### config.mk
export PLATFORM = sky130hd
export DESIGN_NAME = div_clock_ctrl
export DESIGN_NICKNAME = d
export VERILOG_FILES = /design/src/rtl/div_clock_ctrl_pkg.sv /design/src/rtl/div_clk_edge_det.sv /design/src/rtl/div_clock_ctrl.sv
export SDC_FILE = /design/constraint.sdc
export NUM_CORES = 1
export LEC_CHECK = 0
export ABC_CLOCK_PERIOD_IN_PS = 4100
export BUFFER_PORTS_ARGS = -buffer_cell sky130_fd_sc_hd__buf_2
export CAP_MARGIN = 10
export CORE_ASPECT_RATIO = 1.1
export CORE_MARGIN = 3
export CORE_UTILIZATION = 55
export DETAILED_ROUTE_END_ITERATION = 12
export PLACE_DENSITY_LB_ADDON = 0.2
export SYNTH_ARGS = -nofsm -noshare
export SYNTH_HDL_FRONTEND = slang
export SYNTH_SLANG_ARGS = --single-unit
### constraint.sdc
create_clock -name clk -period 4.1 [get_ports clk]
set_input_delay 0.41 -clock clk [delete_from_list [all_inputs] [get_ports clk]]
set_output_delay 0.41 -clock clk [all_outputs]
set_load 0.02 [all_outputs]
### src/rtl/div_clock_ctrl_pkg.sv
// Shared types for the PWM clock-divider blocks: on/off state, controller FSM
// states and the default divider width.
package div_clock_ctrl_pkg;
  localparam int PWM_DIV_W = 5;

  typedef enum logic {PWM_OFF = 1'b0, PWM_ON = 1'b1} pwm_onoff_t;

  typedef enum logic [1:0] {
    DIVCTL_OFF,
    DIVCTL_RUN,
    DIVCTL_WAIT_EDGE
  } divctl_state_t;
endpackage

### src/rtl/div_clk_edge_det.sv
// Falling-edge detector on the divided clock fed back from the divider.
module div_clk_edge_det (
  input  logic clk,
  input  logic reset,
  input  logic div_clk,
  output logic fall
);
  logic div_clk_q;

  always_ff @(posedge clk) begin
    if (reset) div_clk_q <= 1'b0;
    else       div_clk_q <= div_clk;
  end

  assign fall = div_clk_q & ~div_clk;
endmodule

### src/rtl/div_clock_ctrl.sv
// Run-time controller for the PWM clock divider: accepts start/stop/divider
// requests and applies them on a div_clk falling edge so no runt phase appears.
module div_clock_ctrl
  import div_clock_ctrl_pkg::*;
#(
  parameter int               DIV_W       = PWM_DIV_W,
  parameter logic [DIV_W-1:0] DEFAULT_DIV = '0,
  parameter int               TIMEOUT_CYC = 128
) (
  input  logic             clk,
  input  logic             reset,
  input  logic             cfg_valid,
  output logic             cfg_ready,
  input  logic [DIV_W-1:0] cfg_divider,
  input  logic             cfg_enable,
  input  logic             div_clk,
  output logic [DIV_W-1:0] divider,
  output pwm_onoff_t       pwm_onoff,
  output logic             busy,
  output logic             update_done,
  output logic             timeout_err
);
  localparam int              CNT_W    = $clog2(TIMEOUT_CYC);
  localparam logic [CNT_W-1:0] CNT_LAST = CNT_W'(TIMEOUT_CYC - 1);

  // The timeout must outlast the slowest divided-clock period.
  if (TIMEOUT_CYC <= 2 * (2 ** DIV_W)) begin : g_bad_timeout
    $error("div_clock_ctrl: TIMEOUT_CYC must exceed 2*(2^DIV_W)");
  end

  divctl_state_t    state, state_nxt;
  logic [DIV_W-1:0] pend_div;
  logic             pend_en;
  logic [CNT_W-1:0] cnt;
  logic             fall, accept, noop, tmo, upd;

  div_clk_edge_det u_edge (
    .clk     (clk),
    .reset   (reset),
    .div_clk (div_clk),
    .fall    (fall)
  );

  assign cfg_ready = (state != DIVCTL_WAIT_EDGE);
  assign busy      = (state == DIVCTL_WAIT_EDGE);
  assign accept    = cfg_valid & cfg_ready;
  assign noop      = cfg_enable && (cfg_divider == divider);
  assign tmo       = (cnt == CNT_LAST);
  assign upd       = busy && (fall || tmo);

  always_ff @(posedge clk) begin
    if (reset) state <= DIVCTL_OFF;
    else       state <= state_nxt;
  end

  always_comb begin
    state_nxt = state;
    case (state)
      DIVCTL_OFF:       if (accept) state_nxt = cfg_enable ? DIVCTL_RUN : DIVCTL_OFF;
      DIVCTL_RUN:       if (accept && !noop) state_nxt = DIVCTL_WAIT_EDGE;
      DIVCTL_WAIT_EDGE: if (upd) state_nxt = pend_en ? DIVCTL_RUN : DIVCTL_OFF;
      default:          state_nxt = DIVCTL_OFF;
    endcase
  end

  always_ff @(posedge clk) begin
    if (reset) begin
      divider     <= DEFAULT_DIV;
      pwm_onoff   <= PWM_OFF;
      pend_div    <= '0;
      pend_en     <= 1'b0;
      cnt         <= '0;
      update_done <= 1'b0;
      timeout_err <= 1'b0;
    end else begin
      update_done <= 1'b0;
      if (accept) timeout_err <= 1'b0;
      case (state)
        // Divider is held in reset while off, so changes apply immediately.
        DIVCTL_OFF: if (accept) begin
          divider     <= cfg_divider;
          pwm_onoff   <= cfg_enable ? PWM_ON : PWM_OFF;
          update_done <= 1'b1;
        end
        DIVCTL_RUN: if (accept) begin
          if (noop) update_done <= 1'b1;
          else begin
            pend_div <= cfg_divider;
            pend_en  <= cfg_enable;
            cnt      <= '0;
          end
        end
        DIVCTL_WAIT_EDGE: begin
          if (upd) begin
            divider     <= pend_div;
            if (!pend_en) pwm_onoff <= PWM_OFF;
            update_done <= 1'b1;
            if (!fall) timeout_err <= 1'b1;
          end else if (!tmo) begin
            cnt <= cnt + 1'b1;
          end
        end
        default: ;
      endcase
    end
  end
endmodule

==> results of run 1 <==
==> power by group <==
group / total [uW] / switching [uW] / leakage (uW) / internal (uW)
clock: 172 / 73.6 / 0.0000279 / 98.8
sequential: 262 / 13.0 / 0.000196 / 249
combinational: 142 / 84.0 / 0.000366 / 57.7
==> registers in the layout (all words and copies together), names as in the netlist <==
| register | flops |
|---|---|
| pend_en | 1 |
| cnt | 7 |
| pwm_onoff | 1 |
| pend_div | 5 |
| state | 2 |
| u_edge.div_clk_q | 1 |
| divider | 5 |
| timeout_err | 1 |
| update_done | 1 |
==> routing by layer <==
layer	routed length [microns]	global-route usage (%)	up-vias
met4	31	5.24	0
met1	1070	22.6	515
met3	75	3.18	4
met2	1380	35.7	20
met5	0	0	-
li1	-	-	546
==> cell type report <==
cell class                      instances  share of cell area, %
Clock inverter                          1                   2.09
Multi-Input combinational cell        105                   52.3
Timing Repair Buffer                   19                   6.61
Sequential cell                        24                   33.4
Tap cell                               28                   2.43
Inverter                                6                   1.57
Clock buffer                            3                   1.57
==> critical path, delay by kind of cell (launching register included) <==
| kind | cells | cell delay [ps] |
|---|---|---|
| AO/OA/AOI/OAI | 2 | 1000 |
| adder cells (fa/ha/maj) | 1 | 650 |
| buffers and inverters | 2 | 400 |
| flip-flops | 1 | 370 |
| AND/OR/NAND/NOR | 1 | 40 |
==> worst max path at each step <==
stage,startpoint,cells past startpoint,endpoint
after floorplan,state[0],7,state[0]
after CTS,state[0],6,pwm_onoff
final,state[0],6,pwm_onoff
after detailed placement,state[0],6,pwm_onoff
after global routing,state[0],6,divider[0]
after global placement,state[0],6,pwm_onoff
==> cells in the mapped netlist (all sizes together) (2+ instances only) <==
master   n  area, sq um
a211oi   7         52.6
a21oi    7         35.0
a41oi    2         36.3
and3     2         17.5
buf      3         16.3
clkbuf   3         11.3
dfxtp   24          480
ha       6         75.1
inv      6         22.5
mux2i   12          120
nand2    2         7.51
nand2b   7         43.8
nand3    9         45.0
nand4    3         18.8
nor2    17         63.8
nor2b    5         31.3
nor3     2         10.0
o211ai   2         20.0
o21ai    3         15.0
o22ai    2         12.5
o32ai    2         17.5
or3      2         12.5
xnor2    5         43.8
==> metrics by stage <==
stage / hold slack [ps] / area, sq um / std cells / setup WS (ps) / utilization [%]
4_1_cts: 309 / 1440 / 186 / 1550 / 68.3
2_1_floorplan: 463 / 1280 / 141 / 2230 / -
5_1_grt: 305 / 1440 / 186 / 1280 / 68.3
3_5_place_dp: 488 / 1390 / 182 / 1610 / 65.8
3_3_place_gp: 469 / 1390 / 182 / 1700 / 65.8
6_report: 306 / 1440 / 186 / 1530 / 68.3
==> cell families (layout without fill, tap and decap cells) <==
group | after synthesis | after routing | synth area share (%)
simple gates | 51 | 51 | 20.8
xor+xnor | 5 | 5 | 3.41
flops | 24 | 24 | 37.4
buf+inv | 12 | 29 | 3.90
fa+ha+maj | 6 | 6 | 5.85
compound gates | 30 | 30 | 18.4
mux | 13 | 13 | 10.2
==> results.md, run 1 <==
* ANT cells at 0
* Fin nets at 175
* Min Clock Period, post-route at 2570 ps
* CP Launch Type: flip-flop
* Tcrit/Tclk final at 62.8%
* Total negative slack at 0 ps
* Vias per cell at 5.83
* Synthesized cell area at 1280 sq um
* Vias in the first global route at 1041
* R2r setup slk at 1530 ps
* FILL cells at 168
* RSZ-0062 raised after global routing: no
* Max Slew Vio Count at 0
* Yosys warns at 0
* TritonCTS clock tree: built
* Initial antenna violation count at 0
* Cts hold-fix bufs at 0
* Core ar. at 2110 sq um
* First-pass GRT wire length at 4.46 mm
* CP arrival at 2780 ps
* Total setup buffers inserted after CTS at 0
* Vias post-DR at 1085
* Final HPWL DP at 1.91 mm
* Synth Area per Inst at 9.10 sq um
* TritonCTS Buffers at 3
* Clock Skew at 6.55 ps
* Die width at 52.1 microns
* Storage element area at 480 sq um
* Peak supply drop at 0.000263 V
* Crit path capture type: flip-flop
* WL per Instance at 13.7 microns
* WP data required at 4310 ps
* Initial Util at 61.0%
* Total power at 577 uW
* Most common cell after layout, fill and taps aside: dfxtp_1
* Io pins at 20
* Final Wtd Congestion at 0.821
* Antenna Violating Nets Remaining at 0
* Clk_lat worst skew at 320 ps
* Share of layout cells above drive strength 1 at 18.4%
* Number of synthesized flops with an enable pin at 0
* H-tree depth at 1
* Primary FF master, synth: dfxtp_1
* Crit-path slowest cell: o31ai_2
* TritonRoute pass-1 iters at 4
* Wirelength, routed at 2.56 mm
* Die Ht at 56.7 microns
* Synth cell types at 36
* Register area share after synthesis at 37.4%
* Slew Limit Headroom at 50.4%
* Clk pin slew, worst setup/hold paths at 140 ps
* Setup Crit Path Kind: reg2reg
* Hold path start: div_clk
* Leak pwr at 0.000590 uW
* Pin count of the biggest net entering global routing at 28
* CTS root buf: clkbuf_4
* Endpoints failing hold at 0
* Synthesized flop and latch total at 24
* Cell count after synthesis at 141
* CP Cell Sequence: inv_1, ha_1, inv_1, o31ai_2, o221a_2, nor2_1
* Crit-path max cell delay at 700 ps
* Clk sinks at 24
* Post-synth ARST share at 0%
* Worst-margin pin slew at 745 ps
* Maximum buffer depth of the clock tree at 2
* Most frequent cells in the layout: 24 x dfxtp_1, 19 x buf_2, 17 x nor2_1, 12 x mux2i_1, 9 x nand3_1
* GR Overflow Total at 0
* Worst R2R Path Depth at 6
* Hold Path Class: in2reg
* PortBufs at 19
* Die area at 2950 sq um
* Worst reg2reg endpoint: pwm_onoff
* Multi-input logic area at 753 sq um
* Min-Delay Path Depth at 2
* Initial DRC Count at 22
* Syn nets at 157
* Hold Path End: u_edge.div_clk_q
* CP max FO at 18
* Worst R2R Start: state[0]
* Top cell by count, worst path: inv_1
* PD cells at 401 nW/um^2
* Area Overhead vs Synth at 12.1%
* Setup-failing EPs final at 0
* Status: finished clean
* Max-cap viol count at 0
* Num rows at 17
* Post_cts resized at 0
* DRC Markers at 0
* GRT Util Overall at 19.5%
* Highest clock rate at 0.389 GHz
Power figures use the tool's default switching activity.
==> run 2, diff against run 1 <==
- ABC_CLOCK_PERIOD_IN_PS: 4100 -> 2700
- clock period: 4.1 -> 2.7 ns (I/O delays scaled with it)
==> run 2 against run 1 <==
Wire length shrank 0.23%. Largest power group unchanged. Sequential power increased by 52%. Clock skew up 3.3 ps. Global-route usage grew 0.29 points. Critical path depth unchanged. Die area is the same. Combinational power increased by 57%. Critical path type unchanged. Power increased by 41%. Largest cell class unchanged.
==> results.md, run 2 (synthesis results as in run 1) <==
* Num rows at 17 (unchanged)
* TritonRoute pass-1 iters at 4 (unchanged)
* Flop pwr share at 48.9% (+3.4 points)
* WL per Instance at 13.6 microns (-1.3%)
* Setup Crit Path Kind: reg2reg
* Most frequent cells in the layout: 24 x dfxtp_1, 19 x buf_2, 17 x nor2_1, 12 x mux2i_1, 9 x nand3_1
* Wirelength, routed at 2.55 mm (-0.23%)
* Largest Register: cnt
* Cts hold-fix bufs at 0 (unchanged)
* Post_cts resized at 0 (unchanged)
* Clock Skew at 9.82 ps (+3.28 ps)
* PortBufs at 19 (unchanged)
* TritonCTS clock tree: built
* ANT cells at 0 (unchanged)
* WP data required at 2940 ps (-1370 ps)
* Final HPWL DP at 1.90 mm (-0.84%)
* Max-cap viol count at 0 (unchanged)
* Worst-margin pin slew at 466 ps (-278 ps)
* Placed Area at 1400 sq um (+1.1%)
* Die width at 52.1 microns (unchanged)
* CP arrival at 2150 ps (-630 ps)
* Core ar. at 2110 sq um (unchanged)
* CP max FO at 13 (-5)
* First-pass GRT wire length at 4.52 mm (+1.2%)
* Multi-input logic area at 753 sq um (unchanged)
* Highest clock rate at 0.522 GHz (+34%)
* Initial Util at 61.0% (unchanged)
* Final Wtd Congestion at 0.758 (-7.7%)
* Worst R2R Path Depth at 6 (unchanged)
* Worst setup path endpoint: cnt[3]
* Die area at 2950 sq um (unchanged)
* Slew Limit Headroom at 68.8% (+18 points)
* Storage element area at 480 sq um (unchanged)
* PD cells at 564 nW/um^2 (+41%)
* H-tree depth at 1 (unchanged)
* GRT Util Overall at 19.8% (+0.29 points)
* Internal cell power at 553 uW (+36%)
* Hold Path Class: in2reg
* Leak pwr at 0.000593 uW (+0.58%)
* FILL cells at 184 (+9.5%)
* RSZ-0062 raised after global routing: no
* Hold Slack at 166 ps (-140 ps)
* Maximum buffer depth of the clock tree at 2 (unchanged)
* Vias in the first global route at 1055 (+1.3%)
* DRC Markers at 0 (unchanged)
* CP Launch Type: flip-flop
* Net Sw Frac at 31.7% (+2.1 points)
* Total negative slack at 0 ps (unchanged)
* Fin nets at 177 (+1.1%)
* Area Overhead vs Synth at 12.0% (about the same)
* Clk_lat worst skew at 330 ps (about the same)
* Initial antenna violation count at 0 (unchanged)
* Clk sinks at 24 (unchanged)
* Status: finished clean
* Max Slew Vio Count at 0 (unchanged)
* Clk pin slew, worst setup/hold paths at 130 ps (about the same)
* CTS root buf: clkbuf_4
* R2r setup slk at 780 ps (-740 ps)
* GR Overflow Total at 0 (unchanged)
* Endpoints failing hold at 0 (unchanged)
* Pin count of the biggest net entering global routing at 28 (unchanged)
* Peak supply drop at 0.000542 V (+110%)
* TritonCTS Buffers at 3 (unchanged)
* Initial DRC Count at 16 (-27%)
* Comb pwr share at 27.5% (+2.9 points)
* Regs by FF count: cnt (7), divider (5), pend_div (5)
* Worst R2R Start: state[0]
* Vias post-DR at 1097 (+1.1%)
* Setup-failing EPs final at 0 (unchanged)
* Most common cell after layout, fill and taps aside: dfxtp_1
* Vias per cell at 5.84 (about the same)
* Share of layout cells above drive strength 1 at 19.4% (+1.0 points)
* Final Cell Area at 1440 sq um (about the same)
* Max reg flops at 7 (unchanged)
* Antenna Violating Nets Remaining at 0 (unchanged)
* Worst reg2reg endpoint: cnt[3]
* Min Clock Period, post-route at 1920 ps (-657 ps)
* Total setup buffers inserted after CTS at 0 (unchanged)
* Clock Power Share at 23.5% (-6.4 points)
* Psw at 257 uW (+51%)
* Io pins at 20 (unchanged)
* Crit. Startpoint: state[0]
* Tcrit/Tclk final at 71.0% (+8.2 points)
* Crit path capture type: flip-flop
* Die Ht at 56.7 microns (unchanged)
## run 2: worst max-delay path, stage by stage, from the launching register on
cell	delay [ps]
dfxtp_1	370
inv_1	110
ha_1	330
buf_4	270
nand3b_1	150
or3_1	380
o32ai_1	220
## run 2: worst min path at each step
stage | start | to | slack (ps) | cells after the start
finish | div_clk | u_edge.div_clk_q | 170 | 2
global route | div_clk | u_edge.div_clk_q | 160 | 2
CTS | div_clk | u_edge.div_clk_q | 170 | 2
detailed placement | timeout_err | timeout_err | 480 | 2
global placement | timeout_err | timeout_err | 470 | 2
floorplan | div_clk | u_edge.div_clk_q | 400 | 1
## run 2: final cells by class
class	count	area share, %
multi-input cells	105	52.4
inverters	6	1.57
clock buffers	4	2.52
flip-flops and latches	24	33.4
repair buffers	21	7.66
well taps	28	2.44
## run 2: metal layers
layer  vias up  wire length (microns)  global-route usage (%)  part of all wire [%]
met5         -                      0                       0                     0
li1        545                      -                       -                     -
met4         0                     54                    9.74                   2.1
met1       519                   1080                    22.7                    43
met2        28                   1300                    34.3                    51
met3         5                    107                    3.45                   4.2
## run 2: power groups by stage
stage	Combinational [uW]	Clock, uW	Sequential [uW]
floorplan	148	0	421
global placement	218	0	403
detailed placement	223	0	405
CTS	224	195	397
global route	247	213	400
finish	223	191	397
## run 2: per-stage QoR
step / power [uW] / instances / util (%) / setup WS [ps]
finish: 810 / 188 / 68.3 / 784
global route: 860 / 188 / 68.3 / 642
CTS: 816 / 188 / 68.3 / 794
detailed placement: 627 / 184 / 66.5 / 837
global placement: 621 / 184 / 66.5 / 862
floorplan: 569 / 141 / - / 835
==> run 3, diff against run 2 <==
- ABC_CLOCK_PERIOD_IN_PS: 2700 -> 2000
- clock period: 2.7 -> 2 ns (I/O delays scaled with it)
==> run 3 against run 2 <==
Setup slack got worse by 630 ps. First-iteration DRC count decreased by 31%. Sequential share of layout area decreased by 0.63 points. Die area unchanged.
==> results.md, run 3 (synthesis results as in run 1) <==
* Clk sinks at 24 (unchanged)
* Crit-path max cell delay at 410 ps (+30 ps)
* Clock Power Share at 29.2% (+5.7 points)
* R2r setup slk at 150 ps (-630 ps)
* CP arrival at 2060 ps (-90 ps)
* Internal cell power at 843 uW (+52%)
* Hold Path Class: in2reg
* Area Overhead vs Synth at 14.4%
* Highest clock rate at 0.541 GHz (+3.6%)
* GRT Util Overall at 20.1% (+0.26 points)
* Endpoints failing hold at 0 (unchanged)
* Most common cell after layout, fill and taps aside: dfxtp_1
* Clock Skew at 3.90 ps (-5.92 ps)
* GR Overflow Total at 0 (unchanged)
* First-pass GRT wire length at 4.62 mm (+2.3%)
* ANT cells at 0 (unchanged)
* Share of layout cells above drive strength 1 at 21.7% (+2.4 points)
* Initial antenna violation count at 0 (unchanged)
* Die Ht at 56.7 microns (unchanged)
* Vias post-DR at 1100 (+0.27%)
* WL per Instance at 13.6 microns (+0.33%)
* Final Wtd Congestion at 0.784 (+3.5%)
* CP Launch Type: flip-flop
* CTS root buf: clkbuf_4
* Initial Util at 61.0% (unchanged)
* Antenna Violating Nets Remaining at 0 (unchanged)
* Peak supply drop at 0.000696 V (+29%)
* Placed Area at 1410 sq um (+0.54%)
* Layout Cells excl Fill at 189 (+0.53%)
* Flop pwr share at 45.0% (-3.9 points)
* Psw at 348 uW (+35%)
* Min Clock Period, post-route at 1850 ps (-67.2 ps)
* CP max FO at 6 (-7)
* Pin count of the biggest net entering global routing at 28 (unchanged)
* Vias in the first global route at 1095 (+3.8%)
* Clk pin slew, worst setup/hold paths at 130 ps (about the same)
* TritonCTS Buffers at 3 (unchanged)
* Setup-failing EPs final at 0 (unchanged)
* Max reg flops at 7 (unchanged)
* Final Cell Area at 1470 sq um (+2.2%)
* Total negative slack at 0 ps (unchanged)
* Fin nets at 178 (+0.56%)
* Io pins at 20 (unchanged)
* Core ar. at 2110 sq um (unchanged)
* PD cells at 811 nW/um^2 (+44%)
* Final HPWL DP at 1.92 mm (+1.4%)
* Net Sw Frac at 29.2% (-2.5 points)
* Cts hold-fix bufs at 0 (unchanged)
* Status: finished clean
* Total power at 1190 uW (+47%)
* PortBufs at 19 (unchanged)
* Regs by FF count: cnt (7), divider (5), pend_div (5)
* Setup Crit Path Kind: reg2reg
* Maximum buffer depth of the clock tree at 2 (unchanged)
* Worst-margin pin slew at 466 ps (-0.731 ps)
* Crit-path slowest cell: dfxtp_1
* CP Cell Sequence: ha_1, and3_4, a41oi_4, o22ai_1, and3b_1, mux2_2
* Comb pwr share at 25.8% (-1.7 points)
* Num rows at 17 (unchanged)
* Most frequent cells in the layout: 23 x dfxtp_1, 19 x buf_2, 17 x nor2_1, 12 x mux2i_1, 9 x nand3_1
* DRC Markers at 0 (unchanged)
* Clk_lat worst skew at 310 ps (-20 ps)
* Max Slew Vio Count at 0 (unchanged)
* Slew Limit Headroom at 68.8% (about the same)
* RSZ-0062 raised after global routing: no
* Vias per cell at 5.82 (-0.26%)
* H-tree depth at 1 (unchanged)
* Max-cap viol count at 0 (unchanged)
* DP Cell Count at 185 (+0.54%)
* Tcrit/Tclk final at 92.4% (+21 points)
* TritonCTS clock tree: built
* Die width at 52.1 microns (unchanged)
* Crit path capture type: flip-flop
* Leak pwr at 0.000607 uW (+2.3%)
* WP data required at 2210 ps (-730 ps)
* Hold Slack at 98.7 ps (-67.3 ps)
* Initial DRC Count at 11 (-5)
* Wirelength, routed at 2.57 mm (+0.86%)
* TritonRoute pass-1 iters at 4 (unchanged)
* Die area at 2950 sq um (unchanged)
* Largest Register: cnt
==> run 3: critical path: cells and delay by family (launching register included) <==
family,cells,cell delay [ps]
compound gates,2,360
fa+ha+maj,1,210
flops,1,410
mux,1,340
simple gates,2,440
==> run 3: final cells by class <==
class / instances / area, sq um
Sequential cell: 24 / 482
Fill cell: 175 / 637
Clock inverter: 1 / 30.0
Timing Repair Buffer: 22 / 118
Clock buffer: 3 / 22.5
Inverter: 6 / 22.5
Tap cell: 28 / 35.0
Multi-Input combinational cell: 105 / 759
==> run 3: path summary, 6_finish.rpt <==
| kind | start | endpoint | depth (start not counted) |
|---|---|---|---|
| hold reg to reg | pend_div[1] | pend_div[1] | 2 |
| setup / recovery | cnt[0] | state[0] | 6 |
| hold / removal | div_clk | u_edge.div_clk_q | 2 |
| setup reg to reg | cnt[0] | state[0] | 6 |
==> run 3: metal layers <==
layer | GRT usage, % | vias up | part of all wire [%]
li1 | - | 548 | -
met1 | 23.8 | 530 | 43
met2 | 35.7 | 17 | 52
met3 | 2.92 | 5 | 3.0
met4 | 6.74 | 0 | 1.6
met5 | 0 | - | 0
==> run 3: power groups by stage <==
stage                     Combinational, uW  Clock [uW]  Sequential [uW]
after floorplan                         200           0              568
after global placement                  297           0              544
after detailed placement                302           0              547
after CTS                               306         357              536
after global routing                    341         370              542
final                                   307         348              536
==> run 3: timing repair <==
item | 4_1_cts | 5_1_grt
gates resized for setup | 0 | 4
endpoints found under the setup margin | 0 | 6
buffers inserted | 0 | 0
==> run 3: per-stage QoR <==
step,utilization (%),setup WS (ps)
6_report,69.8,151
5_1_grt,69.8,7.50
4_1_cts,69.4,111
3_5_place_dp,66.9,163
3_3_place_gp,66.9,205
2_1_floorplan,-,135
